**config.mk**
```make
export PLATFORM = sky130hd
export DESIGN_NAME = laser_host
export DESIGN_NICKNAME = d
export VERILOG_FILES = /design/src/rtl/laser_host_pkg.sv /design/src/rtl/laser_pt_buf.sv /design/src/rtl/laser_host.sv
export SDC_FILE = /design/constraint.sdc
export NUM_CORES = 1
export LEC_CHECK = 0
export ABC_AREA = 1
export CORE_ASPECT_RATIO = 2
export CORE_MARGIN = 1.5
export CORE_UTILIZATION = 35
export CTS_BUF_LIST = sky130_fd_sc_hd__clkbuf_4
export CTS_CLUSTER_DIAMETER = 30
export CTS_CLUSTER_SIZE = 28
export DETAILED_ROUTE_END_ITERATION = 7
export SYNTH_ARGS = -nofsm -noshare
export SYNTH_HDL_FRONTEND = slang
export SYNTH_SLANG_ARGS = --single-unit
```
**constraint.sdc**
```tcl
create_clock -name CLK -period 2.5 [get_ports CLK]
set_input_delay 0.5 -clock CLK [delete_from_list [all_inputs] [get_ports CLK]]
set_output_delay 0.5 -clock CLK [all_outputs]
set_load 0.03 [all_outputs]
```
**src/rtl/laser_host_pkg.sv**
```systemverilog
// Shared definitions for the laser host slice: FSM encoding and datapath widths.
package laser_host_pkg;

  typedef enum logic [2:0] {
    S_IDLE,
    S_CRST,
    S_STREAM,
    S_WAIT,
    S_RESULT
  } state_t;

  localparam int unsigned NPTS_DEF = 40;
  localparam int unsigned COORD_W  = 4;
  localparam int unsigned CNT_W    = 16;
  localparam int unsigned ADDR_W   = 6;
  localparam int unsigned PT_W     = 2 * COORD_W;

endpackage

```
**src/rtl/laser_pt_buf.sv**
```systemverilog
// Point buffer: one synchronous write port, one combinational read port; not reset.
module laser_pt_buf
  import laser_host_pkg::*;
#(
  parameter int unsigned NPTS = NPTS_DEF
) (
  input  logic              CLK,
  input  logic              i_we,
  input  logic [ADDR_W-1:0] i_waddr,
  input  logic [PT_W-1:0]   i_wdata,
  input  logic [ADDR_W-1:0] i_ridx,
  output logic [PT_W-1:0]   o_rdata
);

  logic [PT_W-1:0] r_mem [NPTS];

  always_ff @(posedge CLK) begin
    if (i_we && (i_waddr < ADDR_W'(NPTS)))
      r_mem[i_waddr] <= i_wdata;
  end

  // The host reads one slot past the end on the last stream cycle; return zero there.
  always_comb begin
    o_rdata = '0;
    if (i_ridx < ADDR_W'(NPTS))
      o_rdata = r_mem[i_ridx];
  end

endmodule

```
**src/rtl/laser_host.sv**
```systemverilog
// Laser host: replays the point buffer into the circle-solver core and captures its result.
module laser_host
  import laser_host_pkg::*;
#(
  parameter int unsigned NPTS    = NPTS_DEF,
  parameter int unsigned TIMEOUT = 65535
) (
  input  logic               CLK,
  input  logic               RST,
  input  logic               wr_en,
  input  logic [ADDR_W-1:0]  wr_addr,
  input  logic [COORD_W-1:0] wr_x,
  input  logic [COORD_W-1:0] wr_y,
  input  logic               start,
  output logic               core_rst,
  output logic [COORD_W-1:0] X,
  output logic [COORD_W-1:0] Y,
  input  logic [COORD_W-1:0] C1X,
  input  logic [COORD_W-1:0] C1Y,
  input  logic [COORD_W-1:0] C2X,
  input  logic [COORD_W-1:0] C2Y,
  input  logic               DONE,
  output logic               busy,
  output logic               res_valid,
  output logic [COORD_W-1:0] res_c1x,
  output logic [COORD_W-1:0] res_c1y,
  output logic [COORD_W-1:0] res_c2x,
  output logic [COORD_W-1:0] res_c2y,
  output logic [CNT_W-1:0]   res_cycles,
  output logic               err_timeout
);

  state_t             r_state;
  logic               r_crst;
  logic [ADDR_W-1:0]  r_idx;
  logic [CNT_W-1:0]   r_cnt;
  logic               r_core_rst;
  logic [COORD_W-1:0] r_x, r_y;
  logic               r_busy, r_res_valid, r_err;
  logic [COORD_W-1:0] r_c1x, r_c1y, r_c2x, r_c2y;
  logic [CNT_W-1:0]   r_cycles;
  logic               w_wr_ok;
  logic [PT_W-1:0]    w_rd;
  logic [CNT_W-1:0]   w_cnt_inc;

  assign w_wr_ok   = wr_en && (r_state == S_IDLE) && (wr_addr < ADDR_W'(NPTS));
  assign w_cnt_inc = (r_cnt == '1) ? r_cnt : r_cnt + CNT_W'(1);

  laser_pt_buf #(.NPTS(NPTS)) u_buf (
    .CLK     (CLK),
    .i_we    (w_wr_ok),
    .i_waddr (wr_addr),
    .i_wdata ({wr_x, wr_y}),
    .i_ridx  (r_idx),
    .o_rdata (w_rd)
  );

  // r_idx runs one ahead of the point on X/Y so the registered outputs carry buf[k] in stream cycle k.
  always_ff @(posedge CLK) begin
    if (RST) begin
      r_state     <= S_IDLE;
      r_crst      <= 1'b0;
      r_idx       <= '0;
      r_cnt       <= '0;
      r_core_rst  <= 1'b1;
      r_x         <= '0;
      r_y         <= '0;
      r_busy      <= 1'b0;
      r_res_valid <= 1'b0;
      r_err       <= 1'b0;
      r_c1x       <= '0;
      r_c1y       <= '0;
      r_c2x       <= '0;
      r_c2y       <= '0;
      r_cycles    <= '0;
    end else begin
      r_res_valid <= 1'b0;
      r_err       <= 1'b0;
      case (r_state)
        S_IDLE: begin
          if (start) begin
            r_state <= S_CRST;
            r_busy  <= 1'b1;
            r_crst  <= 1'b0;
            r_idx   <= '0;
          end
        end
        S_CRST: begin
          if (r_crst) begin
            r_state    <= S_STREAM;
            r_core_rst <= 1'b0;
            {r_x, r_y} <= w_rd;
            r_idx      <= r_idx + ADDR_W'(1);
            r_cnt      <= '0;
          end else begin
            r_crst <= 1'b1;
          end
        end
        S_STREAM: begin
          r_cnt <= w_cnt_inc;
          if (r_idx == ADDR_W'(NPTS)) begin
            r_state <= S_WAIT;
            r_x     <= '0;
            r_y     <= '0;
          end else begin
            {r_x, r_y} <= w_rd;
            r_idx      <= r_idx + ADDR_W'(1);
          end
        end
        S_WAIT: begin
          r_cnt <= w_cnt_inc;
          if (DONE) begin
            r_state     <= S_RESULT;
            r_c1x       <= C1X;
            r_c1y       <= C1Y;
            r_c2x       <= C2X;
            r_c2y       <= C2Y;
            r_cycles    <= r_cnt;
            r_res_valid <= 1'b1;
            r_core_rst  <= 1'b1;
          end else if (r_cnt >= CNT_W'(TIMEOUT)) begin
            r_state    <= S_IDLE;
            r_err      <= 1'b1;
            r_core_rst <= 1'b1;
            r_busy     <= 1'b0;
          end
        end
        S_RESULT: begin
          r_state <= S_IDLE;
          r_busy  <= 1'b0;
        end
        default: begin
          r_state    <= S_IDLE;
          r_core_rst <= 1'b1;
          r_busy     <= 1'b0;
        end
      endcase
    end
  end

  assign core_rst    = r_core_rst;
  assign X           = r_x;
  assign Y           = r_y;
  assign busy        = r_busy;
  assign res_valid   = r_res_valid;
  assign err_timeout = r_err;
  assign res_c1x     = r_c1x;
  assign res_c1y     = r_c1y;
  assign res_c2x     = r_c2x;
  assign res_c2y     = r_c2y;
  assign res_cycles  = r_cycles;

endmodule

```
==> impl_metrics.csv, run 1 <==
group,metric,value,unit
outcome,status,"finished, final reports clean",
drt,first_pass_iters,5,
clocking,ctsLongestPathBuffers,3,
die,top_level_ports,79,
sta,min_period_over_period,96.7,%
global_routing,antenna_found_initial,1,
sta,slew_headroom,55.0,%
clocking,insertion_delay,0.83,ns
global_routing,first_global_vias,11900,
power,seqPwrFrac,46.3,%
setup_path,crit_start,"X[0]",
logic_synthesis,synth.net_count,1582,
sta,skew,0.0961,ns
die,fp.dieH,308,um
global_routing,grt-ovfl-total,0,
drt,drt-vias-per-instance,5.02,
setup_path,rrSetupSlack,0.40,ns
job,drv_cap,0,
drt,top_layer,"met4",
setup_path,endpoint,"X[0]",
sta,hold_viol,0,
logic_synthesis,ys_ff_latch,396,
die,die_w,156,um
setup_path,slowest_delay,0.70,ns
final_layout,layout-drive-gt1-share,12.7,%
drt,route.met3.wl,2350,um
clocking,ctsResizeCount,0,
logic_synthesis,yosysWarningCount,0,
sta,setup_viol,0,
clocking,numCtsBuffers,54,
hold_path,hold_depth,3,
setup_path,r2r_cells,12,
die,coreArea,46000,um^2
global_routing,grt_max_degree,86,
logic_synthesis,synth.area.top_cells,"edfxtp_1 (59%), nand2_1 (11%), dfxtp_1 (9.3%)",
global_routing,grt_pass1_wl,67500,um
power,clkPwrFrac,27.1,%
setup_path,path_buf_inv,1,
hold_path,hp-start,"RST",
sta,hold_slack,0.129,ns
sta,rsz0062_at_grt,"no",
final_layout,fin_nets,1715,
power,swShare,37.1,%
sta,worst_slack,0.0833,ns
setup_path,cp_top_family,"buffers and inverters",
die,row_count,111,
logic_synthesis,synth.top_cell.area_share,58.9,%
placed_design,port-buffer-count,78,
sta,tightest_slew,0.675,ns
logic_synthesis,avgSynthCellArea,10.6,um^2
power,power_density,835,nW/um^2
clocking,post_cts.repair.setup_buffers,0,
power,switchingPower,5.94,mW
clocking,cts_root_buffer,"clkbuf_4",
clocking,htree_num_levels,2,
logic_synthesis,synth_edf_count,320,
drt,drt_iter0_markers,600,
logic_synthesis,synthCells,1544,
sta,final_max_slew_viol_count,0,
final_layout,area_growth,17.5,%
setup_path,rr_endpoint,"X[3]",
final_layout,final_core_util,41.7,%
clocking,clock-sinks,396,
setup_path,crit_arrival,1.92,ns
hold_path,hold_class,"in2reg",
drt,wl_met1,15600,um
clocking,cts_hold_buf,0,
drt,wl_per_cell,19.2,um
clocking,cts_tree,"built",
placed_design,pre_cts_slack,-0.129,ns
setup_path,path_depth,1,
die,die_area,48000,um^2
placed_design,post-dp-hpwl,29700,um
setup_path,cp-start-kind,"register",
setup_path,path_cells,"clkdlybuf4s50_1",
drt,postRouteAntennaNets,0,
logic_synthesis,synth.distinct_cells,40,
setup_path,crit_required,2.00,ns
power,p_comb_share,26.6,%
final_layout,fillCellCount,4405,
power,irDropWorstVdd,0.405,mV
setup_path,worst-path-max-fanout,2,
logic_synthesis,ys_seq_area_share,68.3,%
setup_path,cp_slowest_cell,"clkdlybuf4s50_1",
logic_synthesis,ys_async_sr_fraction,0,%
logic_synthesis,synth-main-ff-cell,"edfxtp_1",
clocking,clkSlewWorstSetupHoldPaths,0.12,ns
setup_path,worst-setup-path-type,"reg2out",
drt,route.met2.wl,24800,um
drt,routed-via-count,11800,
setup_path,crit_path_end_kind,"output port",
power,p_int,10.1,mW
sta,min_period,2.42,ns
sta,fmax,414,MHz
drt,post-route-drc-count,0,
die,start_util,35.5,%
drt,routed_wl,44900,um
placed_design,gp_congestion,0.864,
logic_synthesis,synth_area_leader_cell,"edfxtp_1",
power,total_leakage_power,6.75,nW
global_routing,grt_usage,18.9,%
logic_synthesis,syn-cell-area,16300,um^2
placed cells by master (no fill, tap or decap), types with 9 or more instances in the layout:
cell type | synthesis | final
nor2_1 | 94 | 94
buf_12 | 0 | 12
edfxtp_1 | 320 | 320
nand3_1 | 276 | 276
nor3_1 | 12 | 12
o21ai_0 | 42 | 42
inv_8 | 0 | 9
nand2_1 | 460 | 460
a21oi_1 | 54 | 54
clkinvlp_4 | 0 | 9
o22ai_1 | 16 | 16
clkdlybuf4s50_1 | 0 | 77
dfxtp_1 | 76 | 74
inv_1 | 49 | 49
buf_4 | 8 | 71
clkbuf_4 | 0 | 55
registers in the layout (all words and copies together) (netlist names), named ones only:
name / cells
X: 4
Y: 4
busy: 1
core_rst: 1
err_timeout: 1
r_cnt: 16
r_crst: 1
r_idx: 6
r_state: 3
res_c1x: 4
res_c1y: 4
res_c2x: 4
res_c2y: 4
res_cycles: 16
res_valid: 1
u_buf.r_mem: 320
through the flow:
step	setup TNS, ns	instance area [um^2]	std cells	power (mW)
floorplan	0	16300	1544	10.3
global placement	-29.30	18300	2242	11.7
detailed placement	-20.54	18300	2242	11.8
CTS	0	19200	2343	16.1
global route	0	19200	2344	16.8
finish	0	19200	2344	16.0
cell families after synthesis:
| family | after synthesis | synth area share [%] |
|---|---|---|
| AND/OR/NAND/NOR | 871 | 23.1 |
| adder cells (fa/ha/maj) | 3 | 0.230 |
| XOR/XNOR | 9 | 0.483 |
| flip-flops | 396 | 68.3 |
| AO/OA/AOI/OAI | 125 | 4.28 |
| buffers and inverters | 140 | 3.65 |
tightest hold or removal path, delay by kind of cell:
kind | cells | cell delay, ns
buf+inv | 2 | 0.22
compound gates | 1 | 0.13
worst min-delay path by stage:
stage	endpoint	slack (ns)
5_1_grt	core_rst	0.1
4_1_cts	core_rst	0.09
2_1_floorplan	r_crst	0.44
3_3_place_gp	res_c1y[3]	0.45
3_5_place_dp	res_c1x[2]	0.45
6_report	core_rst	0.13
synth_stat cells, types with 6 or more instances:
cell type	instances
nand2_1	460
nor2_1	94
a21oi_2	8
nor3_1	12
o21ai_0	42
inv_1	49
buf_1	6
o22ai_1	16
buf_2	23
a21oi_1	54
clkbuf_1	46
buf_4	8
dfxtp_1	76
xor2_1	6
nand3_1	276
edfxtp_1	320
power by group through the flow:
stage | Combinational (mW) | Clock, mW | Sequential [mW]
4_1_cts | 4.24 | 4.47 | 7.41
6_report | 4.25 | 4.34 | 7.41
2_1_floorplan | 2.64 | 0 | 7.63
3_5_place_dp | 4.23 | 0 | 7.55
3_3_place_gp | 4.19 | 0 | 7.56
5_1_grt | 4.62 | 4.72 | 7.42
layout make-up:
cell class,count,area [um^2],area share [%]
Sequential cell,396,11100,58.1
Multi-Input combinational cell,1008,4580,23.9
Timing Repair Buffer,161,1550,8.09
Tap cell,621,777,4.06
Clock inverter,46,478,2.50
Clock buffer,55,413,2.16
Inverter,56,216,1.13
Antenna cell,1,2.50,0.0131
metal layers:
| layer | GRT usage, % | up-vias |
|---|---|---|
| met3 | 2.63 | 116 |
| met5 | 0 | - |
| met4 | 9.99 | 0 |
| met2 | 37.1 | 421 |
| met1 | 18.9 | 5610 |
| li1 | - | 5620 |
Note: power is estimated with default switching activity, not from simulation.
==> run 2, diff against run 1 <==
CORE_ASPECT_RATIO = not set   (was 2)
==> run 2 against run 1 <==
Die area decreased by 0.16%; clock skew decreased by 0.041 ns; first-iteration DRC count increased by 83%; final area increased by 1.4%; via count increased by 1.1%; utilization increased by 0.87 points; final cell count increased by 0.51%; flip-flop and latch count unchanged; power increased by 6.8%; non-clock buffer count increased by 3; largest cell class unchanged; largest power group unchanged.
==> impl_metrics.csv, run 2 (synthesis gave the netlist of run 1 again) <==
group,metric,value,unit
outcome,status,"finished, final reports clean",
clocking,numCtsBuffers,72,
die,top_level_ports,79,
power,total_leakage_power,6.97,nW
setup_path,worst-setup-path-type,"reg2out",
placed_design,post-dp-hpwl,26800,um
sta,fmax,420,MHz
die,die_w,219,um
placed_design,pre_cts_slack,-0.219,ns
setup_path,r2r_cells,10,
final_layout,layout-drive-gt1-share,14.1,%
final_layout,fin_nets,1736,
power,power_density,880,nW/um^2
power,power,17.1,mW
die,die_area,47900,um^2
drt,routed-via-count,11900,
hold_path,hold_depth,4,
clocking,post_cts.repair.setup_buffers,0,
drt,post-route-drc-count,0,
placed_design,port-buffer-count,78,
placed_design,gp_congestion,0.851,
final_layout,registers.top_by_ff_count,"u_buf.r_mem",
global_routing,grt_use_met1,24.2,%
setup_path,crit_path_end_kind,"output port",
setup_path,crit_arrival,1.88,ns
global_routing,grt_util_met2,29.3,%
drt,first_pass_iters,6,
setup_path,cp_top_family,"buffers and inverters",
die,coreArea,45700,um^2
sta,final_max_slew_viol_count,0,
clocking,clock-sinks,396,
global_routing,grt_usage,18.2,%
drt,postRouteAntennaNets,0,
die,row_count,78,
setup_path,cp-start-kind,"register",
final_layout,layout_commonest_cell,"nand2_1",
power,irDropWorstVdd,0.545,mV
setup_path,cp_slowest_cell,"clkdlybuf4s50_1",
drt,routed_wl,43300,um
setup_path,path_cells,"clkdlybuf4s50_1",
placed_design,dp_cells,2224,
clocking,clkSlewWorstSetupHoldPaths,0.10,ns
global_routing,grt-ovfl-total,0,
setup_path,worst-path-max-fanout,2,
final_layout,mostFrequentLayoutCells,"nand2_1 (460), edfxtp_1 (320), nand3_1 (276), nor2_1 (94), clkbuf_4 (83)",
sta,slew_headroom,54.0,%
sta,skew,0.0547,ns
drt,wl_per_cell,18.4,um
sta,tightest_slew,0.689,ns
global_routing,first_global_vias,11600,
final_layout,area_growth,19.2,%
sta,worst_slack,0.120,ns
sta,hold_viol,0,
clocking,htree_num_levels,3,
sta,rsz0062_at_grt,"no",
global_routing,top_usage_layer,"met2",
final_layout,fin_cells,2356,
sta,min_period_over_period,95.2,%
sta,min_period,2.38,ns
global_routing,grt_max_degree,84,
clocking,cts_hold_buf,0,
clocking,insertion_delay,0.78,ns
setup_path,slowest_delay,0.70,ns
job,drv_cap,0,
global_routing,grt_pass1_wl,66100,um
global_routing,use_met3,3.47,%
sta,setup_tns,0,ns
global_routing,antenna_found_initial,1,
clocking,ctsLongestPathBuffers,3,
drt,drt_iter0_markers,1098,
setup_path,path_buf_inv,1,
final_layout,largest_reg_flops,320,
final_layout,final_core_util,42.5,%
sta,setup_viol,0,
setup_path,crit_required,2.00,ns
drt,drt-vias-per-instance,5.05,
die,fp.dieH,219,um
clocking,cts_tree,"built",
clocking,ctsResizeCount,0,
setup_path,path_depth,1,
clocking,cts_root_buffer,"clkbuf_4",
hold_path,hold_class,"in2reg",
die,start_util,35.7,%
[run 2: final timing paths]
check / startpoint / slack (ns) / endpoint
setup reg to reg: r_state[0] / 0.35 / r_idx[2]
hold / removal: RST / 0.17 / register
setup / recovery: Y[1] / 0.12 / Y[1]
hold reg to reg: r_idx[1] / 0.46 / register
[run 2: metal layers]
layer / vias up / wire length, um
met3: 74 / 3130
met4: 0 / 1110
met2: 478 / 20400
met5: - / 0
met1: 5653 / 18600
li1: 5688 / -
[run 2: final cells by class]
cell class                      instances  area (um^2)
Antenna cell                            1         2.50
Clock buffer                           83          623
Clock inverter                         48          569
Fill cell                            4355        26200
Inverter                               56          216
Multi-Input combinational cell       1008         4580
Sequential cell                       396        11100
Tap cell                              600          751
Timing Repair Buffer                  164         1550
[run 2: power by group]
part	switching (mW)	leakage [nW]	total [mW]	internal, mW
Clock	2.58	0.660	5.52	2.94
Sequential	0.140	3.49	7.40	7.26
Combinational	2.92	2.81	4.17	1.25
Total	5.64	6.97	17.1	11.4
[run 2: metrics by stage]
stage,hold slack [ns],instance area (um^2)
after global routing,0.165,19400
final,0.175,19400
after CTS,0.116,19400
after global placement,0.448,18200
after detailed placement,0.453,18200
after floorplan,0.440,16300
